==> src/rtl/flxx_alu_issue.sv <==
// Issue/writeback stage around the combinational flxxalu: EX and WB registers, a regfile and operand resolve.
// Define FLXX_ISSUE_BYPASS_EN for result forwarding; otherwise hazards stall in_ready until writeback.
module flxx_alu_issue #(
    parameter int NREGS = 16,
    parameter int RW    = $clog2(NREGS),
    parameter int XLEN  = 32
) (
    input  logic            clk,
    input  logic            rst,
    input  logic            in_valid,
    output logic            in_ready,
    input  logic [3:0]      in_opcode,
    input  logic [RW-1:0]   in_rd,
    input  logic [RW-1:0]   in_rs1,
    input  logic [RW-1:0]   in_rs2,
    input  logic            in_useimm,
    input  logic [15:0]     in_imm,
    output logic [3:0]      alu_opcode,
    output logic [XLEN-1:0] alu_reg1,
    output logic [XLEN-1:0] alu_reg2,
    input  logic [XLEN-1:0] alu_result,
    output logic            out_valid,
    input  logic            out_ready,
    output logic [RW-1:0]   out_rd,
    output logic [XLEN-1:0] out_data
);
    logic [XLEN-1:0] regs [NREGS];
    logic            iss_valid;
    logic [RW-1:0]   iss_rd;
    logic            wb_adv;
    logic            ex_adv;
    logic            accept;
    logic            hazard;
    logic [XLEN-1:0] op1;
    logic [XLEN-1:0] rs2_val;
    logic [XLEN-1:0] op2;

    assign wb_adv   = !out_valid || out_ready;
    assign ex_adv   = wb_adv;
    assign in_ready = (!iss_valid || ex_adv) && !hazard;
    assign accept   = in_valid && in_ready;

`ifdef FLXX_ISSUE_BYPASS_EN
    // EX result is newer than the WB result, so it wins when both target the same index
    function automatic logic [XLEN-1:0] resolve(
        input logic [RW-1:0]   s,
        input logic [XLEN-1:0] rf_val,
        input logic            iv,
        input logic [RW-1:0]   ird,
        input logic [XLEN-1:0] ares,
        input logic            ov,
        input logic [RW-1:0]   ord,
        input logic [XLEN-1:0] odata
    );
        if (s == '0)
            return '0;
        else if (iv && ird == s)
            return ares;
        else if (ov && ord == s)
            return odata;
        else
            return rf_val;
    endfunction

    assign hazard  = 1'b0;
    assign op1     = resolve(in_rs1, regs[in_rs1], iss_valid, iss_rd, alu_result,
                             out_valid, out_rd, out_data);
    assign rs2_val = resolve(in_rs2, regs[in_rs2], iss_valid, iss_rd, alu_result,
                             out_valid, out_rd, out_data);
`else
    // a source is stale while its producer sits in EX or WB (WB write lands at this edge)
    function automatic logic src_hit(
        input logic [RW-1:0] s,
        input logic          iv,
        input logic [RW-1:0] ird,
        input logic          ov,
        input logic [RW-1:0] ord
    );
        return (s != '0) && ((iv && ird == s) || (ov && ord == s));
    endfunction

    assign hazard  = in_valid &&
                     (src_hit(in_rs1, iss_valid, iss_rd, out_valid, out_rd) ||
                      (!in_useimm && src_hit(in_rs2, iss_valid, iss_rd, out_valid, out_rd)));
    assign op1     = (in_rs1 == '0) ? '0 : regs[in_rs1];
    assign rs2_val = (in_rs2 == '0) ? '0 : regs[in_rs2];
`endif

    assign op2 = in_useimm ? {{(XLEN-16){1'b0}}, in_imm} : rs2_val;

    always_ff @(posedge clk or posedge rst) begin
        if (rst) begin
            iss_valid  <= 1'b0;
            iss_rd     <= '0;
            alu_opcode <= '0;
            alu_reg1   <= '0;
            alu_reg2   <= '0;
        end else if (accept) begin
            iss_valid  <= 1'b1;
            iss_rd     <= in_rd;
            alu_opcode <= in_opcode;
            alu_reg1   <= op1;
            alu_reg2   <= op2;
        end else if (ex_adv) begin
            iss_valid  <= 1'b0;
        end
    end

    always_ff @(posedge clk or posedge rst) begin
        if (rst) begin
            out_valid <= 1'b0;
            out_rd    <= '0;
            out_data  <= '0;
        end else if (iss_valid && wb_adv) begin
            out_valid <= 1'b1;
            out_rd    <= iss_rd;
            out_data  <= alu_result;
        end else if (out_ready) begin
            out_valid <= 1'b0;
        end
    end

    always_ff @(posedge clk or posedge rst) begin
        if (rst) begin
            for (int i = 0; i < NREGS; i++)
                regs[i] <= '0;
        end else if (out_valid && out_ready && out_rd != '0) begin
            regs[out_rd] <= out_data;
        end
    end
endmodule

==> config.mk <==
export PLATFORM = sky130hd
export DESIGN_NAME = flxx_alu_issue
export DESIGN_NICKNAME = d
export VERILOG_FILES = /design/src/rtl/flxx_alu_issue.sv
export SDC_FILE = /design/constraint.sdc
export NUM_CORES = 1
export LEC_CHECK = 0
export CAP_MARGIN = 15
export CORE_ASPECT_RATIO = 0.9
export CORE_MARGIN = 1
export CORE_UTILIZATION = 50
export CTS_BUF_LIST = sky130_fd_sc_hd__clkbuf_8
export DETAILED_ROUTE_END_ITERATION = 8
export PLACE_DENSITY_LB_ADDON = 0.05
export SLEW_MARGIN = 5
export SYNTH_ARGS = -nofsm -noshare
export SYNTH_HDL_FRONTEND = slang
export SYNTH_SLANG_ARGS = --single-unit
==> constraint.sdc <==
create_clock -name clk -period 55.3 [get_ports clk]
set_input_delay 5.53 -clock clk [delete_from_list [all_inputs] [get_ports clk]]
set_output_delay 5.53 -clock clk [all_outputs]
set_load 0.05 [all_outputs]
==> summary by stage, run 1 <==
Outcome
The flow ran to the end, and the final reports show no timing, DRC or antenna violations.

Timing
The final count of negative-setup-slack endpoints is 0. The fmax is 70.2 MHz. Between clock sinks in the finished design, the worst skew comes to approximately 0.031 ns. The clock period minus final worst setup slack is 14.24 ns. The max-slew violation count is 0. Across all setup checks in the final design, the least slack found is 41.06 ns. In the final timing run, aggregate negative setup slack is 0 ns. The final worst-path cycle share is 0.257.

Hold timing on the final database bottoms out at a slack of between 0.3 and 0.4 ns. Setup repair after global routing left no endpoint under its margin. Measured against its own limit, the worst slew margin works out to 0.298. For the pin with the worst max-slew slack, the measured transition is about 1.1 ns.

The number of endpoints with negative hold slack in the final report is 0.

Logic synthesis
The number of distinct library cells after synthesis is 37. The largest total area in the synthesized netlist belongs to sky130_fd_sc_hd__dfrtp_1. After synthesis, the most frequently instantiated cells are sky130_fd_sc_hd__dfrtp_1 (622), sky130_fd_sc_hd__mux2_2 (597), sky130_fd_sc_hd__mux4_2 (247). The synthesized flop and latch total is 622. After technology mapping, the gate count stands at 1995. The share of synthesized area in the top cell type comes to 0.504. The number of synthesized flops with an enable pin is 0. The cell area after synthesis is 30900 um2. In the post-synthesis netlist, the biggest area contributors are sky130_fd_sc_hd__dfrtp_1 (50%), sky130_fd_sc_hd__mux2_2 (22%), sky130_fd_sc_hd__mux4_2 (18%). In the synthesized netlist the dominant register cell turns out to be sky130_fd_sc_hd__dfrtp_1. After synthesis, the mean cell area works out to 15.5 um2.

For this run, the number of Yosys warnings is 0. The fraction of registers with async set/reset is 1.00. The most instantiated library cell after synthesis is sky130_fd_sc_hd__dfrtp_1. For this run, the register share of the synthesized area comes to 0.504. The net count after synthesis is 2064.

Clock network
After clock tree synthesis, the clock-pin slew on the worst setup and hold paths is 0.06 ns. The clock root buffer master is sky130_fd_sc_hd__clkbuf_8. The clock insertion delay at the later pin of the skew report is 0.72 ns. The count of H-tree levels built during CTS is 3. The setup fix buffers added after clock tree synthesis is 0. The number of hold buffers added after CTS is 0. The maximum count of clock buffers along a single path is 3. The CTS tree is built. Post-CTS repair changed the size of 0 cells.

The CTS sink count is 622. The CTS buffer count is 103.

Place
The placement-stage worst setup slack is 41.04 ns. The sum of net half-perimeters after detailed placement is 47300 um. Routability-driven placement finished with a final weighted congestion of 0.809. During placement, the flow inserted port buffers numbering 174.

Routing
The number of iterations in the first detailed-routing pass is 7. The total via count in the routed design is approximately 19k. The DRC violation count after routing is 0. The average wire per standard cell is 28.8 um. The via density per instance is ~6.4. The antenna violation net count after detailed routing is 0. In this run, the number of DRC markers left after iteration 0 of detailed routing was about 1.5k.

The final layout contains routed wiring with a total length of roughly 85000 um.

Setup path
Measured in cells, the most critical reg-to-reg path has a length of 4. STA classifies the critical path startpoint as an input port. The class of the most critical setup path is in2out.

The maximum fanout encountered on the critical timing path is 45. The required time of the critical path is between 40 and 50 ns. The element type at the critical path end is a primary output.

STA puts the critical path data arrival time at 8.71 ns.

Min path
The tightest min-delay check is of the reg2reg type. The worst hold path depth is 0.

Floorplanning
The die footprint is 62800 um2. In this run the horizontal extent of the chip is around 260 um. The area of the placeable core is about 61000 um2. The initial standard-cell utilization of the core is 0.505. After floorplanning, the core was divided into 86 placement rows.

The floorplan die height is about 240 um. The number of I/O pins is 175.

Job
The number of maximum-capacitance constraint violations is 0.

Pwr
The worst vdd rail ir drop is 0.0378 mV. The total power of the final layout is 0.00200 W. The power per unit of standard cell area is roughly 57 nW/um2.

The leakage power of the design is around 15 nW.

Global routing
The number of antenna violations at the first check in global routing was 1. The wire length of the first global-routing pass is ~130000 um. The global-route congestion overflow total is 0.

The maximum number of pins on one net before global-route repair is around 120. For this run, the total global-route usage over all layers was measured as 0.278. The via count of the first global-routing pass is between 15k and 20k.

Cells and area
The filler cell count in the final layout is between 4k and 5k. Of the cells placed in the final design, the portion with a size suffix greater than 1 is 0.491. The layout overhead on the synthesized area is 14.0%. The net count of the finished layout is roughly 2.2k.
-- path summary, 6_finish.rpt --
| check | from | end | slack (ns) |
|---|---|---|---|
| worst max-delay path | in_rs1[0] | in_ready | 41.06 |
| worst min-delay path | regs[493]$_DFFE_PP0P_ | regs[493]$_DFFE_PP0P_ | 0.37 |
| max in group asynchronous | rst | regs[341]$_DFFE_PP0P_ | 46.57 |
| min in group asynchronous | rst | regs[452]$_DFFE_PP0P_ | 5.35 |
| worst max register to register | out_rd[2]$_DFFE_PP0P_ | regs[76]$_DFFE_PP0P_ | 52.28 |
| worst min register to register | regs[493]$_DFFE_PP0P_ | regs[493]$_DFFE_PP0P_ | 0.37 |
-- through the flow --
stage	instance area (um2)	utilization	cells
6_report	35200	0.576	2962
3_3_place_gp	33100	0.542	2777
3_5_place_dp	33100	0.542	2777
2_1_floorplan	30900	-	1995
5_1_grt	35200	0.576	2962
4_1_cts	35200	0.576	2961
-- critical path, stage by stage --
cell and delay [ns]:
sky130_fd_sc_hd__clkbuf_8 0.45, sky130_fd_sc_hd__buf_4 0.80, sky130_fd_sc_hd__xnor2_1 0.15, sky130_fd_sc_hd__nand4_1 0.13, sky130_fd_sc_hd__o22ai_1 0.16, sky130_fd_sc_hd__a21o_1 0.20, sky130_fd_sc_hd__a21oi_1 0.36, sky130_fd_sc_hd__clkdlybuf4s50_1 0.89
-- power by group --
part,switching (W),internal [W]
sequential,0.000206,0.000665
combinational,0.000325,0.000404
clock,0.000188,0.000216
total,0.000718,0.00128
-- state kept, by name, summed over array words and instances, names as in the netlist --
register,count
alu_opcode,4
alu_reg1,32
alu_reg2,32
iss_rd,4
iss_valid,1
out_data,32
out_rd,4
out_valid,1
regs,512
-- layout by cell type (no fill, tap or decap), types with 2 or more instances in the layout --
master / netlist / routed
sky130_fd_sc_hd__and2_1: 4 / 3
sky130_fd_sc_hd__nand2b_1: 15 / 13
sky130_fd_sc_hd__o21ai_0: 14 / 14
sky130_fd_sc_hd__buf_4: 0 / 43
sky130_fd_sc_hd__mux2i_1: 18 / 18
sky130_fd_sc_hd__dfrtp_1: 622 / 622
sky130_fd_sc_hd__nor2_4: 0 / 11
sky130_fd_sc_hd__mux2_2: 597 / 597
sky130_fd_sc_hd__clkbuf_8: 0 / 136
sky130_fd_sc_hd__inv_8: 0 / 3
sky130_fd_sc_hd__inv_1: 4 / 39
sky130_fd_sc_hd__nand3_1: 2 / 2
sky130_fd_sc_hd__mux2_1: 7 / 7
sky130_fd_sc_hd__clkinv_2: 0 / 8
sky130_fd_sc_hd__nand2_1: 7 / 6
sky130_fd_sc_hd__nor2b_1: 6 / 4
sky130_fd_sc_hd__clkinvlp_4: 0 / 3
sky130_fd_sc_hd__buf_6: 7 / 2
sky130_fd_sc_hd__clkdlybuf4s50_1: 0 / 169
sky130_fd_sc_hd__or3_2: 0 / 3
sky130_fd_sc_hd__o22ai_1: 4 / 4
sky130_fd_sc_hd__a221o_1: 8 / 8
sky130_fd_sc_hd__nor2b_4: 0 / 2
sky130_fd_sc_hd__a22oi_1: 103 / 103
sky130_fd_sc_hd__nor2_1: 20 / 9
sky130_fd_sc_hd__nand4_1: 3 / 3
sky130_fd_sc_hd__a21oi_1: 51 / 51
sky130_fd_sc_hd__nand2b_4: 0 / 2
sky130_fd_sc_hd__xnor2_1: 14 / 14
sky130_fd_sc_hd__a32oi_1: 7 / 7
sky130_fd_sc_hd__mux4_2: 247 / 247
-- layer usage --
| layer | track usage | wire [um] | up-vias |
|---|---|---|---|
| met5 | 0 | 0 | - |
| met4 | 0.0925 | 2590 | 0 |
| li1 | - | - | 7878 |
| met1 | 0.395 | 37100 | 10300 |
| met3 | 0.0573 | 5660 | 177 |
| met2 | 0.431 | 40000 | 713 |
-- cell families (layout without fill, tap and decap cells) --
kind of cell | Yosys count | in the layout | share of synthesized area
multiplexers | 869 | 869 | 0.406
flip-flops | 622 | 622 | 0.504
buffers and inverters | 231 | 405 | 0.0311
AO/OA/AOI/OAI | 193 | 193 | 0.0432
AND/OR/NAND/NOR | 66 | 66 | 0.0113
XOR/XNOR | 14 | 14 | 0.00397
other | 0 | 1 | 0
-- cell type report --
class / count / area (um2) / area share
Antenna cell: 1 / 2.50 / 0.0000711
Clock buffer: 134 / 1840 / 0.0524
Clock inverter: 50 / 229 / 0.00650
Inverter: 4 / 22.5 / 0.000640
Multi-Input combinational cell: 1142 / 14500 / 0.411
Sequential cell: 622 / 15600 / 0.442
Tap cell: 792 / 991 / 0.0282
Timing Repair Buffer: 217 / 2070 / 0.0588
Note: power is estimated with default switching activity, not from simulation.
==> inputs of run 2 (changes only) <==
- clock period: 55.3 -> 13.74 ns (I/O delays scaled with it)
==> run 2 against run 1 <==
Sequential power increased to 4.0 times the previous value. Power increased to 4.0 times the previous value. Clock power increased to 4.2 times the previous value. Largest cell class unchanged. First-iteration DRC count increased by 5.6%. Combinational power increased to 4.0 times the previous value. Critical path depth decreased by 1.
==> summary by stage, run 2 (synthesized netlist as in run 1, its figures left out) <==
Outcome
Result of the run: completed (unchanged).

Cells and area
The commonest non-fill, non-tap cell in the layout is sky130_fd_sc_hd__dfrtp_1 (unchanged). The share of the core filled with cells in the final layout is 0.577 (was 0.576). The flip-flop count of the largest register, all copies and words added is 512 (unchanged). The final non-filler cell total came to 2961 (was 2962). The register containing the most flip-flops in the final layout is regs (unchanged). The proportion of layout cells with a drive suffix above 1 is 0.494 (was 0.491). The final-stage net count is 2157 (was 2159). The filler cell count in the final layout is 4759 (was 4797). The area of the multi-input gates was 14500 um2 (unchanged).

The layout overhead on the synthesized area was 14.3% (was 14.0%). The register cell area after layout is 15600 um2 (unchanged). Commonest non-fill, non-tap cells in the layout: sky130_fd_sc_hd__dfrtp_1 (622), sky130_fd_sc_hd__mux2_2 (597), sky130_fd_sc_hd__mux4_2 (247) (unchanged).

Timing
The max-slew violation count is 0 (unchanged). The number of endpoints with negative hold slack in the final report was 0 (unchanged). The worst max-slew margin expressed relative to the limit is 0.153 (was 0.298).

The post-layout worst setup margin came to 8.23 ns (was 41.06 ns). The fmax is around 180 MHz. The final count of negative-setup-slack endpoints is 0 (unchanged). The clock period minus final worst setup slack is 5.51 ns. In the finished design, the share of the clock period the worst path needs comes to 0.401. The slew of the pin with the lowest slew margin is 1.27 ns (was 1.05 ns).

RSZ-0062 raised after global routing: false (unchanged). The final sum of negative setup slack came to 0 ns (unchanged). The final clock skew is 0.0195 ns (was 0.0311 ns).

Clock network
The CTS tree is built (unchanged). The count of H-tree levels built during CTS came to 3 (unchanged). The CTS sink count is 622 (unchanged). The setup fix buffers added after clock tree synthesis is 0 (unchanged). The clock root buffer master was sky130_fd_sc_hd__clkbuf_8 (unchanged). The count of cells resized by post-cts repair is 0 (unchanged). The number of hold buffers added after CTS is 0 (unchanged).

The clock transition at the registers of the reported paths came to 0.06 ns (about the same). The CTS buffer count is 102 (was 103). The clock insertion delay at the later pin of the skew report is 0.71 ns (was 0.72 ns).

The maximum count of clock buffers along a single path is 3 (unchanged).

Routing
The total via count in the routed design is 18.7k (was 19.1k). The average wire per standard cell is 28.6 um (was 28.8 um). The via density per instance came to 6.33 (was 6.44). The DRC violation count after routing was 0 (unchanged). The number of design-rule violations left by the first detailed-router iteration is 1552 (was 1470). The number of iterations in the first detailed-routing pass was 5 (was 7). The total routed wirelength is 84500 um (was 85400 um).

The antenna violation net count after detailed routing is 0 (unchanged).

Setup path
The class of the most critical setup path is in2out (unchanged). The worst endpoint data arrival time is 4.14 ns (was 8.71 ns). The startpoint class of the critical path is an input port (unchanged). The element type at the critical path end is a primary output (unchanged). The required time of the critical path was 12.37 ns (was 49.77 ns). The maximum fanout encountered on the critical timing path is 7 (was 45).

Pwr
The worst vdd rail ir drop is 0.176 mV (was 0.0378 mV). The leakage power of the design is 14.9 nW (about the same). The power per unit of standard cell area is 230 nW/um2 (was 56.9 nW/um2). The total power of the final layout is 0.00810 W (was 0.00200 W).

Place
The number of input and output port buffers inserted was 174 (unchanged). The count of placed standard cells including taps is 2776 (was 2777). The sum of net half-perimeters after detailed placement is 47000 um (was 47300 um). The global placer's final weighted congestion is 0.778 (was 0.809). The placement-stage worst setup slack is 8.24 ns (was 41.04 ns).

Global routing
The maximum number of pins on one net before global-route repair came to 174 (was 117). The global-route congestion overflow total is 0 (unchanged). The wire length of the first global-routing pass came to 129000 um (was 130000 um). The global-route usage over all layers is 0.276 (was 0.278). The via count of the first global-routing pass is 19.8k (was 19.9k). The number of antenna violations at the first check in global routing came to 1 (unchanged).

Floorplanning
The area of the placeable core came to 61100 um2 (unchanged). The initial standard-cell utilization of the core is 0.505 (unchanged). The horizontal extent of the die is 264 um (unchanged).

The number of I/O pins is 175 (unchanged). The die footprint is 62800 um2 (unchanged). The row count was 86 (unchanged). The floorplan die height is 238 um (unchanged).

Job
The number of maximum-capacitance constraint violations came to 0 (unchanged).

Min path
The type of the most critical hold path was reg2reg (unchanged).
[run 2: cell count changes in the layout (fill, tap and decap cells not counted)]
| cell | before | now |
|---|---|---|
| sky130_fd_sc_hd__clkbuf_8 | 136 | 142 |
| sky130_fd_sc_hd__inv_1 | 39 | 32 |
| sky130_fd_sc_hd__buf_12 | 0 | 2 |
| sky130_fd_sc_hd__inv_8 | 3 | 0 |
| sky130_fd_sc_hd__bufinv_16 | 0 | 1 |
| sky130_fd_sc_hd__buf_4 | 43 | 40 |
| sky130_fd_sc_hd__clkinv_2 | 8 | 11 |
[run 2: final cells by class]
type / count / share of cell area
sequential: 622 / 0.441
multi-input combinational: 1142 / 0.410
timing repair buffer: 216 / 0.0591
clock buffer: 140 / 0.0546
tap: 792 / 0.0281
clock inverter: 44 / 0.00617
inverter: 4 / 0.000532
antenna: 1 / 0.0000709
[run 2: report_power, final]
| group | total (W) | leakage, nW | switching (W) | internal [W] |
|---|---|---|---|---|
| Clock | 0.00168 | 1.22 | 0.000756 | 0.000919 |
| Combinational | 0.00293 | 5.81 | 0.00130 | 0.00163 |
| Sequential | 0.00350 | 7.84 | 0.000823 | 0.00267 |
| Total | 0.00810 | 14.9 | 0.00288 | 0.00522 |
[run 2: worst max-delay path, cell delays in order]
cell,delay [ns]
sky130_fd_sc_hd__clkdlybuf4s50_1,0.63
sky130_fd_sc_hd__or3_4,0.49
sky130_fd_sc_hd__a21oi_1,0.13
sky130_fd_sc_hd__o22ai_1,0.16
sky130_fd_sc_hd__a21o_1,0.21
sky130_fd_sc_hd__a21oi_1,0.28
sky130_fd_sc_hd__clkdlybuf4s50_1,0.86
[run 2: metrics by stage]
step / cell area [um2] / hold slack, ns
3_5_place_dp: 33100 / 0.363
2_1_floorplan: 30900 / 0.425
3_3_place_gp: 33100 / 0.361
6_report: 35300 / 0.379
4_1_cts: 35300 / 0.377
5_1_grt: 35300 / 0.386
[run 2: path summary, 6_finish.rpt]
path	startpoint	to	slack (ns)	cells after the start
setup reg to reg	out_rd[2]$_DFFE_PP0P_	regs[185]$_DFFE_PP0P_	10.89	4
hold reg to reg	regs[494]$_DFFE_PP0P_	regs[494]$_DFFE_PP0P_	0.38	0
min in group asynchronous	rst	out_data[4]$_DFFE_PP0P_	1.01	2
setup / recovery	in_rs1[2]	in_ready	8.23	7
max in group asynchronous	rst	regs[221]$_DFFE_PP0P_	9.93	5
hold / removal	regs[494]$_DFFE_PP0P_	regs[494]$_DFFE_PP0P_	0.38	0
[run 2: metal layers]
metal | GRT usage | share of wire | up-vias | routed length (um)
met1 | 0.393 | 0.44 | 10100 | 37200
li1 | - | - | 7856 | -
met5 | 0 | 0 | - | 0
met2 | 0.439 | 0.48 | 642 | 40600
met4 | 0.0754 | 0.022 | 0 | 1850
met3 | 0.0485 | 0.058 | 134 | 4910
==> inputs of run 3 (changes only) <==
- clock period: 13.74 -> 5 ns (I/O delays scaled with it)
==> run 3 against run 2 <==
The flow now finishes with violations (DRC). Setup slack lost 6.9 ns. Core utilization is essentially flat. Power grew to 2.7 times the previous value. Worst hold slack lost 0.091 ns. Combinational power grew to 2.8 times the previous value. Die area is the same. Clock power grew to 2.6 times the previous value. Flip-flop and latch count is the same. Clock skew grew 0.00058 ns. Via count grew 2.1%. Sequential share of layout area is essentially flat. Highest routed layer unchanged.
==> summary by stage, run 3 (synthesized netlist as in run 1, its figures left out) <==
Outcome
Result of the run: finished with violations (was completed). The final reports fail on DRC.

Cells and area
The layout overhead on the synthesized area is 14.2% (was 14.3%). The flip-flop count of the largest register, all copies and words added is 512 (unchanged). Commonest non-fill, non-tap cells in the layout: sky130_fd_sc_hd__dfrtp_1 (622), sky130_fd_sc_hd__mux2_2 (597), sky130_fd_sc_hd__mux4_2 (247) (unchanged).

The register containing the most flip-flops in the final layout is regs (unchanged). The commonest non-fill, non-tap cell in the layout is sky130_fd_sc_hd__dfrtp_1 (unchanged). The final-stage net count is 2165 (was 2157). The final non-filler cell total is 2968 (was 2961). The share of the core filled with cells in the final layout came to 0.577 (about the same).

The proportion of layout cells with a drive suffix above 1 is 0.493 (was 0.494).

Floorplanning
The floorplan die height was 238 um (unchanged). The horizontal extent of the die came to 264 um (unchanged). The row count is 86 (unchanged).

The die footprint was 62800 um2 (unchanged). The number of I/O pins is 175 (unchanged). The initial standard-cell utilization of the core is 0.505 (unchanged). The area of the placeable core is 61100 um2 (unchanged).

Global routing
The global-route usage over all layers is 0.286 (was 0.276). The number of antenna violations at the first check in global routing is 1 (unchanged). The maximum number of pins on one net before global-route repair is 137 (was 174). The global-route congestion overflow total is 0 (unchanged). The wire length of the first global-routing pass is 133000 um (was 129000 um). The via count of the first global-routing pass came to 20.1k (was 19.8k).

Pwr
The total power of the final layout is 0.0221 W (was 0.00810 W). The power per unit of standard cell area is 628 nW/um2 (was 230 nW/um2). The worst vdd rail ir drop is 0.354 mV (was 0.176 mV). The leakage power of the design was 14.9 nW (about the same).

Clock network
The CTS buffer count is 103 (was 102). The CTS tree is built (unchanged). The clock insertion delay at the later pin of the skew report is 0.71 ns (about the same).

The count of cells resized by post-cts repair is 0 (unchanged). The number of hold buffers added after CTS is 0 (unchanged). The clock root buffer master is sky130_fd_sc_hd__clkbuf_8 (unchanged).

The setup fix buffers added after clock tree synthesis came to 0 (unchanged). The CTS sink count is 622 (unchanged). The clock transition at the registers of the reported paths is 0.07 ns (was 0.06 ns). The maximum count of clock buffers along a single path came to 3 (unchanged). The count of H-tree levels built during CTS is 3 (unchanged).

Place
The global placer's final weighted congestion is 0.772 (was 0.778). The number of input and output port buffers inserted is 174 (unchanged). The count of placed standard cells including taps came to 2783 (was 2776). The sum of net half-perimeters after detailed placement is 49700 um (was 47000 um).

Setup path
The required time of the critical path came to 4.50 ns (was 12.37 ns). The element type at the critical path end is a primary output (unchanged). The class of the most critical setup path is in2out (unchanged). The startpoint class of the critical path is an input port (unchanged). The worst endpoint data arrival time was 3.16 ns (was 4.14 ns). The delay contributed by the slowest stage of the critical path is 0.85 ns (was 0.86 ns). The maximum fanout encountered on the critical timing path is 7 (unchanged). The family with the most delay on the worst path was buffers and inverters (unchanged). Cells along the critical path: clkdlybuf4s50_1 > or3_4 > a21oi_1 > o22ai_1 > a21o_1 > a21oi_1 > clkdlybuf4s50_1 (unchanged). The master of the slowest instance on the critical path is sky130_fd_sc_hd__clkdlybuf4s50_1 (unchanged). The sum of buffers and inverters on the critical path was 2 (unchanged).

Timing
The fmax is 273 MHz. The final count of negative-setup-slack endpoints is 0 (unchanged). The worst max-slew margin expressed relative to the limit is 0.250 (was 0.153). The final clock skew is 0.0201 ns (was 0.0195 ns).

The number of endpoints with negative hold slack in the final report is 0 (unchanged). The clock period minus final worst setup slack is 3.66 ns. The final worst-path cycle share is 0.733. The tightest hold margin is 0.288 ns (was 0.379 ns). The slew of the pin with the lowest slew margin is 1.12 ns (was 1.27 ns).

The final sum of negative setup slack is 0 ns (unchanged). RSZ-0062 raised after global routing: false (unchanged). The max-slew violation count is 0 (unchanged).

Job
The number of maximum-capacitance constraint violations came to 0 (unchanged).

Routing
The DRC violation count after routing is 1 (was 0). The total via count in the routed design was 19.2k (was 18.7k). The number of iterations in the first detailed-routing pass is 7 (was 5). The number of design-rule violations left by the first detailed-router iteration is 1425 (was 1552). The via density per instance is 6.45 (was 6.33). The antenna violation net count after detailed routing was 0 (unchanged). The average wire per standard cell is 29.4 um (was 28.6 um). The total routed wirelength is 87300 um (was 84500 um).

Min path
The type of the most critical hold path is in2async (was reg2reg).
-- run 3: final cells by class --
type	count	area [um2]
Antenna cell	1	2.50
Clock buffer	129	1780
Clock inverter	55	241
Fill cell	4807	25900
Inverter	4	18.8
Multi-Input combinational cell	1142	14500
Sequential cell	622	15600
Tap cell	792	991
Timing Repair Buffer	223	2190
-- run 3: final timing paths --
kind	from	endpoint	slack [ns]	cells past startpoint
worst min-delay path	rst	regs[484]$_DFFE_PP0P_	0.29	2
worst max-delay path	in_rs1[2]	in_ready	1.34	7
worst min register to register	regs[495]$_DFFE_PP0P_	regs[495]$_DFFE_PP0P_	0.38	0
min in group clk	regs[495]$_DFFE_PP0P_	regs[495]$_DFFE_PP0P_	0.38	0
max in group asynchronous	rst	regs[29]$_DFFE_PP0P_	3.52	3
worst max register to register	out_rd[3]$_DFFE_PP0P_	regs[17]$_DFFE_PP0P_	2.15	4
-- run 3: through the flow --
stage	worst slack, ns	cell area [um2]
after floorplan	-3.99	30900
after global placement	1.35	33200
after detailed placement	1.33	33200
after CTS	1.34	35300
after global routing	1.19	35300
final	1.34	35300
-- run 3: metal layers --
metal / share of wire / GRT usage / vias to the layer above
met5: 0 / 0 / -
met4: 0.029 / 0.0920 / 0
met2: 0.46 / 0.431 / 766
met1: 0.44 / 0.417 / 10300
li1: - / - / 7888
met3: 0.067 / 0.0575 / 175
-- run 3: power breakdown --
| group | total (W) | switching, W | internal (W) |
|---|---|---|---|
| Clock | 0.00441 | 0.00210 | 0.00231 |
| Combinational | 0.00807 | 0.00359 | 0.00448 |
| Sequential | 0.00965 | 0.00230 | 0.00735 |
